--- config.mk ---
export PLATFORM = sky130hd
export DESIGN_NAME = microsequencer
export DESIGN_NICKNAME = d
export VERILOG_FILES = /design/src/rtl/microsequencer.sv
export SDC_FILE = /design/constraint.sdc
export NUM_CORES = 1
export LEC_CHECK = 0
export CAP_MARGIN = 10
export CORE_UTILIZATION = 40
export DETAILED_ROUTE_END_ITERATION = 16
export HOLD_SLACK_MARGIN = 0.1
export PLACE_DENSITY = 0.84
export SYNTH_ARGS = -nofsm -noshare
export SYNTH_HDL_FRONTEND = slang
export SYNTH_SLANG_ARGS = --single-unit
--- constraint.sdc ---
create_clock -name clk -period 2.6 [get_ports clk]
set_input_delay 0.26 -clock clk [delete_from_list [all_inputs] [get_ports clk]]
set_output_delay 0.26 -clock clk [all_outputs]
set_load 0.01 [all_outputs]
--- src/rtl/microsequencer.sv ---
// Microinstruction sequencer: steps T through the fixed fetch words and the
// {opcode, T}-addressed microcode ROM, with run/halt, single-step and a retired count.
module microsequencer #(
    parameter int OPC_BITS  = 8,
    parameter int STEP_BITS = 3,
    parameter int CNT_BITS  = 16
) (
    input  logic                          clk,
    input  logic                          reset_bar,
    input  logic [OPC_BITS-1:0]           opcode,
    input  logic [15:0]                   rom_data,
    input  logic                          RT,
    input  logic                          run,
    input  logic                          step_req,
    output logic [OPC_BITS+STEP_BITS-1:0] rom_addr,
    output logic [15:0]                   uinstr,
    output logic [STEP_BITS-1:0]          T,
    output logic                          halted,
    output logic                          step_ack,
    output logic [CNT_BITS-1:0]           icount
);

    localparam logic [15:0]          FETCH0   = 16'h8120;
    localparam logic [15:0]          FETCH1   = 16'hB540;
    localparam logic [15:0]          NOP      = 16'hC100;
    localparam logic [STEP_BITS-1:0] T_ZERO   = '0;
    localparam logic [STEP_BITS-1:0] T_ONE    = {{(STEP_BITS-1){1'b0}}, 1'b1};
    localparam logic [STEP_BITS-1:0] T_MAX    = '1;
    localparam logic [CNT_BITS-1:0]  CNT_ZERO = '0;
    localparam logic [CNT_BITS-1:0]  CNT_ONE  = {{(CNT_BITS-1){1'b0}}, 1'b1};

    typedef enum logic {
        S_HALT = 1'b0,
        S_RUN  = 1'b1
    } state_t;

    state_t                r_state;
    logic [STEP_BITS-1:0]  r_t;
    logic                  r_step_ack;
    logic                  r_step_armed;
    logic                  r_seen_low;
    logic [CNT_BITS-1:0]   r_icount;
    logic                  w_retire;
    logic [15:0]           w_uinstr;

    assign T        = r_t;
    assign halted   = (r_state == S_HALT);
    assign step_ack = r_step_ack;
    assign icount   = r_icount;
    assign rom_addr = {opcode, r_t};
    assign uinstr   = w_uinstr;

    // RT is only honoured past the fetch words, which never assert it.
    assign w_retire = (r_t == T_MAX) || (RT && (r_t > T_ONE));

    // Microinstruction select: parked NOP, fixed fetch pair, then ROM.
    always_comb begin
        w_uinstr = NOP;
        if (r_state == S_HALT) begin
            w_uinstr = NOP;
        end else if (r_t == T_ZERO) begin
            w_uinstr = FETCH0;
        end else if (r_t == T_ONE) begin
            w_uinstr = FETCH1;
        end else begin
            w_uinstr = rom_data;
        end
    end

    // Sequencer state: microstep, run/halt, single-step handshake and retire count.
    always_ff @(posedge clk or negedge reset_bar) begin
        if (!reset_bar) begin
            r_state      <= S_HALT;
            r_t          <= T_ZERO;
            r_step_ack   <= 1'b0;
            r_step_armed <= 1'b0;
            r_seen_low   <= 1'b1;
            r_icount     <= CNT_ZERO;
        end else begin
            r_step_ack <= 1'b0;
            if (!step_req) begin
                r_seen_low <= 1'b1;
            end
            case (r_state)
                S_HALT: begin
                    if (run) begin
                        r_state <= S_RUN;
                    end else if (step_req && !r_step_armed && r_seen_low) begin
                        r_state      <= S_RUN;
                        r_step_armed <= 1'b1;
                        r_seen_low   <= 1'b0;
                    end else begin
                        r_state <= S_HALT;
                    end
                end
                S_RUN: begin
                    if (w_retire) begin
                        r_t      <= T_ZERO;
                        r_icount <= r_icount + CNT_ONE;
                        if (r_step_armed) begin
                            r_step_ack   <= 1'b1;
                            r_step_armed <= 1'b0;
                            r_state      <= S_HALT;
                        end else if (!run) begin
                            r_state <= S_HALT;
                        end else begin
                            r_state <= S_RUN;
                        end
                    end else begin
                        r_t <= r_t + T_ONE;
                    end
                end
                default: begin
                    r_state <= S_HALT;
                    r_t     <= T_ZERO;
                end
            endcase
        end
    end

endmodule

==> metrics.yaml, run 1 <==
global_routing:
  met2_usage_pct: 32.1
  grt_pass1_vias: 1057
  use_met1_pct: 21.9
  grt_use_met3_pct: 3.03
  antenna_found_initial: 0
  busiest_layer: "met2"
  grt_pass1_wl_mm: 4.86
  gr-total-overflow: 0
  grt_usage_pct: 17.8
  grt_start_max_net_pins: 26
setup_path:
  slowest_stage: "clkdlybuf4s50_1"
  cp-end-kind: "primary output"
  cpPeakStageDelay_ns: 0.48
  startpoint_type: "flip-flop"
  crit_buf_inv: 2
  path_cells: "inv_1 > ha_1 > o21ai_2 > and2_1 > nand2b_1 > clkdlybuf4s50_1"
  path_depth: 6
  r2r_start: "T[0]$_DFFE_PN0P_"
  reg2reg_depth: 5
  crit_start: "T[0]$_DFFE_PN0P_"
  crit_required_ns: 2.34
  path_max_fanout: 10
  crit_family: "buffers and inverters"
  critical_path_class: "flip-flop to primary output"
  arrival_ns: 2.12
timing:
  fin_worst_skew_ns: 0.00961
  rsz0062_at_grt: "false"
  worst_pin_slew_ns: 0.648
  hold_slack_ns: 0.299
  fmax_ghz: 0.421
  relSlewSlack_pct: 56.8
  fin_crit_ns: 2.38
  setup_viol: 0
  drv_slew: 0
  final.setup.worst_slack_ns: 0.225
  hold_viol: 0
  setup_tns_ns: 0
  post-route-period-util_pct: 91.3
detailed_routing:
  via_per_inst: 4.84
  ant_nets: 0
  dr.pass1.iters: 4
  drc: 0
  wire_per_inst_um: 12.9
  drtIter0Drc: 44
  finalWirelength_mm: 3.04
  num_vias: 1137
final_layout:
  regArea_um2: 577
  finish.instance_area_um2: 1950
  final_common_cell: "clkdlybuf4s50_1"
  antennaDiodeCount: 0
  multiInputGateArea_um2: 656
  synthToLayoutAreaGrowth_pct: 44.9
  layout_common_cells: "60 x clkdlybuf4s50_1, 22 x dfrtp_1, 17 x nand2_1"
  final_net_count: 226
  filler_cell_count: 276
  drive_above_1_share_pct: 8.38
clocking:
  post_cts_resized: 0
  clock_path_buffers: 2
  clockRootBuffer: "clkbuf_4"
  clock_sinks: 23
  cts_buffers: 3
  clkTransAtPathRegs_ns: 0.13
  htreeDepth: 1
  post_cts_buffers: 0
  worstSkewPairLatency_ns: 0.31
  cts_tree: "done"
  postCtsHoldBufs: 0
floorplanning:
  initial_core_util_pct: 43.0
  core_area_um2: 3130
  ioPinCount: 77
  dieWidth_um: 60.0
  rows: 20
  dieArea_um2: 3600
  die_h_um: 60.0
synth:
  synth_cell_types: 31
  synth_area_um2: 1350
  syn_area_per_cell_um2: 9.68
  syn_inst: 139
  ys.warnings.count: 0
  yosysSeqAreaShare_pct: 42.9
  yosys.area.top_type: "dfrtp_1"
  yosys-top-cells-area: "dfrtp_1 41%, buf_4 6.1%, xnor2_1 5.2%"
  synth_edf_count: 0
  ys.flop_type: "dfrtp_1"
  synth_seq_cells: 23
  ys_async_sr_fraction_pct: 100
  synth_nets: 173
  synth_top_area_share_pct: 40.9
pwr:
  ir_drop_v: 0.000459
  power_w: 0.00177
  power.leakage_nw: 0.875
  power_density_nw_per_um2: 909
job:
  drv_cap: 0
min_path:
  hold_path_class: "primary input to asynchronous set/reset pin"
placement:
  hpwl_mm: 2.39
  postPlaceCellArea_um2: 1920
  port_buffers: 60
  gp_congestion: 0.758
  pre_cts_ws_ns: 0.429
outcome:
  status: "complete, no violations"
[final timing paths]
path | slack, ns | endpoint
max reg2reg | 0.92 | icount[10]$_DFFE_PN0P_
min | 0.30 | icount[11]$_DFFE_PN0P_
min reg2reg | 0.49 | r_seen_low$_DFF_PN1_
max in group asynchronous | 2.01 | r_seen_low$_DFF_PN1_
min in group clk | 0.48 | r_seen_low$_DFF_PN1_
max | 0.22 | uinstr[8]
[logic make-up (layout without fill, tap and decap cells)]
group | after synthesis | in the layout | synth area share, %
AOI/OAI and AO/OA | 12 | 12 | 7.16
and+or+nand+nor | 63 | 63 | 26.1
xor gates and xnor gates | 15 | 15 | 9.77
DFF | 23 | 23 | 42.9
buffers and inverters | 20 | 72 | 8.65
adders and majority gates | 5 | 5 | 4.65
muxes | 1 | 1 | 0.744
[layer usage]
| metal | up-vias | part of all wire [%] |
|---|---|---|
| met5 | - | 0 |
| met3 | 2 | 7.8 |
| met4 | 0 | 0.13 |
| met1 | 524 | 43 |
| met2 | 57 | 49 |
| li1 | 554 | - |
[flip-flops by register name, summed over array words and instances, names as in the netlist]
register,flops
icount,16
T,3
r_seen_low,1
r_state,1
r_step_armed,1
step_ack,1
[cells in the mapped netlist, drive strengths merged, types with 4 or more instances]
| cell | instances |
|---|---|
| nand2 | 18 |
| nor3 | 4 |
| o21ai | 5 |
| xor2 | 7 |
| ha | 5 |
| xnor2 | 8 |
| nor2 | 15 |
| buf | 11 |
| and3 | 10 |
| nand3 | 4 |
| inv | 7 |
| dfrtp | 22 |
[power by group]
| part | switching, W | leakage (nW) | internal (W) |
|---|---|---|---|
| clock | 0.000106 | 0.0177 | 0.0000574 |
| sequential | 0.000140 | 0.291 | 0.000441 |
| combinational | 0.000443 | 0.567 | 0.000585 |
| total | 0.000688 | 0.875 | 0.00108 |
[metrics by stage]
step,instances,utilization (%)
after floorplan,139,-
after global placement,231,61.3
after detailed placement,231,61.3
after CTS,235,62.2
after global routing,235,62.3
final,235,62.3
[cell type report]
class | count | share of cell area, %
Timing Repair Buffer | 61 | 31.2
Clock buffer | 3 | 1.16
Inverter | 7 | 1.35
Clock inverter | 1 | 0.257
Sequential cell | 23 | 29.6
Multi-Input combinational cell | 96 | 33.6
Tap cell | 44 | 2.82
No activity file was read; power rests on OpenSTA's default activity.
==> inputs of run 2 (changes only) <==
--- a/config.mk
+++ b/config.mk
@@ -9,7 +9,7 @@
 export CORE_UTILIZATION = 40
 export DETAILED_ROUTE_END_ITERATION = 16
 export HOLD_SLACK_MARGIN = 0.1
-export PLACE_DENSITY = 0.84
+export PLACE_DENSITY = 0.94
 export SYNTH_ARGS = -nofsm -noshare
 export SYNTH_HDL_FRONTEND = slang
 export SYNTH_SLANG_ARGS = --single-unit
==> constraint.sdc (replaced) <==
create_clock -name clk -period 2.84 [get_ports clk]
set_input_delay 0.284 -clock clk [delete_from_list [all_inputs] [get_ports clk]]
set_output_delay 0.284 -clock clk [all_outputs]
set_load 0.01 [all_outputs]
==> metrics.yaml, run 2 (synthesis gave the netlist of run 1 again) <==
timing:
  relSlewSlack_pct: 35.1  # -22 points
  hold_slack_ns: 0.477  # +0.178 ns
  setup_viol: 0  # unchanged
  setup_tns_ns: 0  # unchanged
  drv_slew: 0  # unchanged
  rsz0062_at_grt: "false"
  post-route-period-util_pct: 93.1
  fmax_ghz: 0.378
  fin_worst_skew_ns: 0.00564  # -0.00398 ns
  fin_crit_ns: 2.64
  hold_viol: 0  # unchanged
  worst_pin_slew_ns: 0.971  # +0.323 ns
global_routing:
  gr-total-overflow: 0  # unchanged
  grt_pass1_wl_mm: 4.66  # -4.1%
  grt_pass1_vias: 1057  # unchanged
  grt_start_max_net_pins: 26  # unchanged
  grt_usage_pct: 17.2  # -0.63 points
  antenna_found_initial: 0  # unchanged
pwr:
  p_int_w: 0.000987  # -8.8%
  swShare_pct: 39.4  # +0.50 points
  ir_drop_v: 0.000418  # -8.9%
  power_switching_w: 0.000641  # -6.9%
  power_density_nw_per_um2: 837  # -7.9%
  power.leakage_nw: 0.871  # -0.45%
  comb_power_share_pct: 58.0  # about the same
  clkPwrFrac_pct: 9.4  # +0.2 points
  pwr-share-seq_pct: 32.7  # about the same
setup_path:
  path_depth: 5  # -1
  cpPeakStageDelay_ns: 0.54  # +0.06 ns
  slowest_stage: "clkdlybuf4s50_1"
  crit_family: "buffers and inverters"
  crit_buf_inv: 2  # unchanged
  reg2reg_to: "r_step_armed$_DFFE_PN0P_"
  path_cells: "inv_1 > ha_1 > o21ai_1 > and3_1 > clkdlybuf4s50_1"
  rrSetupSlack_ns: 1.19  # +0.27 ns
  crit_start: "T[0]$_DFFE_PN0P_"
  startpoint_type: "flip-flop"
  path_max_fanout: 10  # unchanged
  critical_path_class: "flip-flop to primary output"
  cp-end-kind: "primary output"
  crit_required_ns: 2.56  # +0.22 ns
  reg2reg_depth: 5  # unchanged
  critPathCapture: "uinstr[4]"
  r2r_start: "T[0]$_DFFE_PN0P_"
  arrival_ns: 2.36  # +0.24 ns
floorplanning:
  ioPinCount: 77  # unchanged
  initial_core_util_pct: 43.0  # unchanged
  dieWidth_um: 60.0  # unchanged
  dieArea_um2: 3600  # unchanged
  die_h_um: 60.0  # unchanged
  rows: 20  # unchanged
  core_area_um2: 3130  # unchanged
placement:
  postPlaceCellArea_um2: 1920  # unchanged
  port_buffers: 60  # unchanged
  gp_congestion: 0.737  # -2.7%
  hpwl_mm: 2.29  # -4.3%
final_layout:
  final_net_count: 226  # unchanged
  final_common_cell: "clkdlybuf4s50_1"
  synthToLayoutAreaGrowth_pct: 44.6
  filler_cell_count: 261  # -5.4%
  largest_reg_flops: 16  # unchanged
  antennaDiodeCount: 0  # unchanged
  layout_common_cells: "60 x clkdlybuf4s50_1, 22 x dfrtp_1, 17 x nand2_1"
  finish.instance_area_um2: 1940  # -0.26%
  drive_above_1_share_pct: 7.33  # -1.0 points
detailed_routing:
  dr.pass1.iters: 4  # unchanged
  wire_per_inst_um: 12.5  # -3.0%
  num_vias: 1145  # +0.70%
  via_per_inst: 4.87  # +0.70%
  wl_met1_mm: 1.29  # -2.1%
  dr_wl_met3_um: 133  # -44%
  drtIter0Drc: 32  # -27%
  drc: 0  # unchanged
  ant_nets: 0  # unchanged
  wl_met2_mm: 1.51  # +1.5%
  top_layer_used: "met4"
  finalWirelength_mm: 2.95  # -3.0%
clocking:
  htreeDepth: 1  # unchanged
  cts_tree: "done"
  postCtsHoldBufs: 0  # unchanged
  clockRootBuffer: "clkbuf_4"
  post_cts_resized: 0  # unchanged
  worstSkewPairLatency_ns: 0.32  # about the same
  clkTransAtPathRegs_ns: 0.12  # about the same
  clock_sinks: 23  # unchanged
  clock_path_buffers: 2  # unchanged
  cts_buffers: 3  # unchanged
  post_cts_buffers: 0  # unchanged
outcome:
  status: "complete, no violations"
min_path:
  hold_path_class: "primary input to asynchronous set/reset pin"
job:
  drv_cap: 0  # unchanged
==> run 2: cell count changes in the layout (fill, tap and decap cells not counted), sizes merged <==
cell / previous run / this run
clkinv: 1 / 0
clkbuf: 3 / 4
==> run 2: cell type report <==
class	instances	area [um^2]	share of cell area, %
clock buffers	4	26.3	1.35
inverters	7	26.3	1.35
multi-input cells	96	652	33.5
flip-flops and latches	23	577	29.7
well taps	44	55.1	2.83
repair buffers	61	608	31.3
==> run 2: how the worst min path moves through the flow <==
stage	to	slack, ns	cells after the start
2_1_floorplan	T[0]$_DFFE_PN0P_	-0.01	0
3_3_place_gp	icount[15]$_DFFE_PN0P_	0.46	1
3_5_place_dp	icount[15]$_DFFE_PN0P_	0.46	1
4_1_cts	r_seen_low$_DFF_PN1_	0.47	2
5_1_grt	r_seen_low$_DFF_PN1_	0.50	2
6_report	icount[12]$_DFFE_PN0P_	0.48	1
==> run 2: layer usage <==
metal  vias to the layer above  track usage [%]
met5                         -                0
met4                         0             4.32
met3                         3             4.98
met2                        26             28.3
met1                       550             22.1
li1                        566                -
==> run 2: stage by stage <==
step	cells	setup slack, ns	total power, W	utilization [%]
3_3_place_gp	231	0.644	0.00146	61.3
4_1_cts	235	0.233	0.00164	62.2
5_1_grt	235	0.0618	0.00174	62.2
3_5_place_dp	231	0.591	0.00148	61.3
6_report	235	0.195	0.00163	62.2
2_1_floorplan	139	1.25	0.000993	-
==> run 2: worst register-to-register path, stage by stage, from the launching register on <==
cell	delay [ns]
dfrtp_1	0.46
ha_1	0.23
ha_1	0.27
o21ai_0	0.41
nand2_1	0.11
o41ai_1	0.07
==> run 2: power by group through the flow <==
stage                     clock network, W  registers (W)  logic, W
after floorplan                          0       0.000515  0.000477
after detailed placement                 0       0.000537  0.000944
after CTS                         0.000157       0.000531  0.000947
final                             0.000153       0.000532  0.000944
after global routing              0.000166       0.000550   0.00103
after global placement                   0       0.000533  0.000923
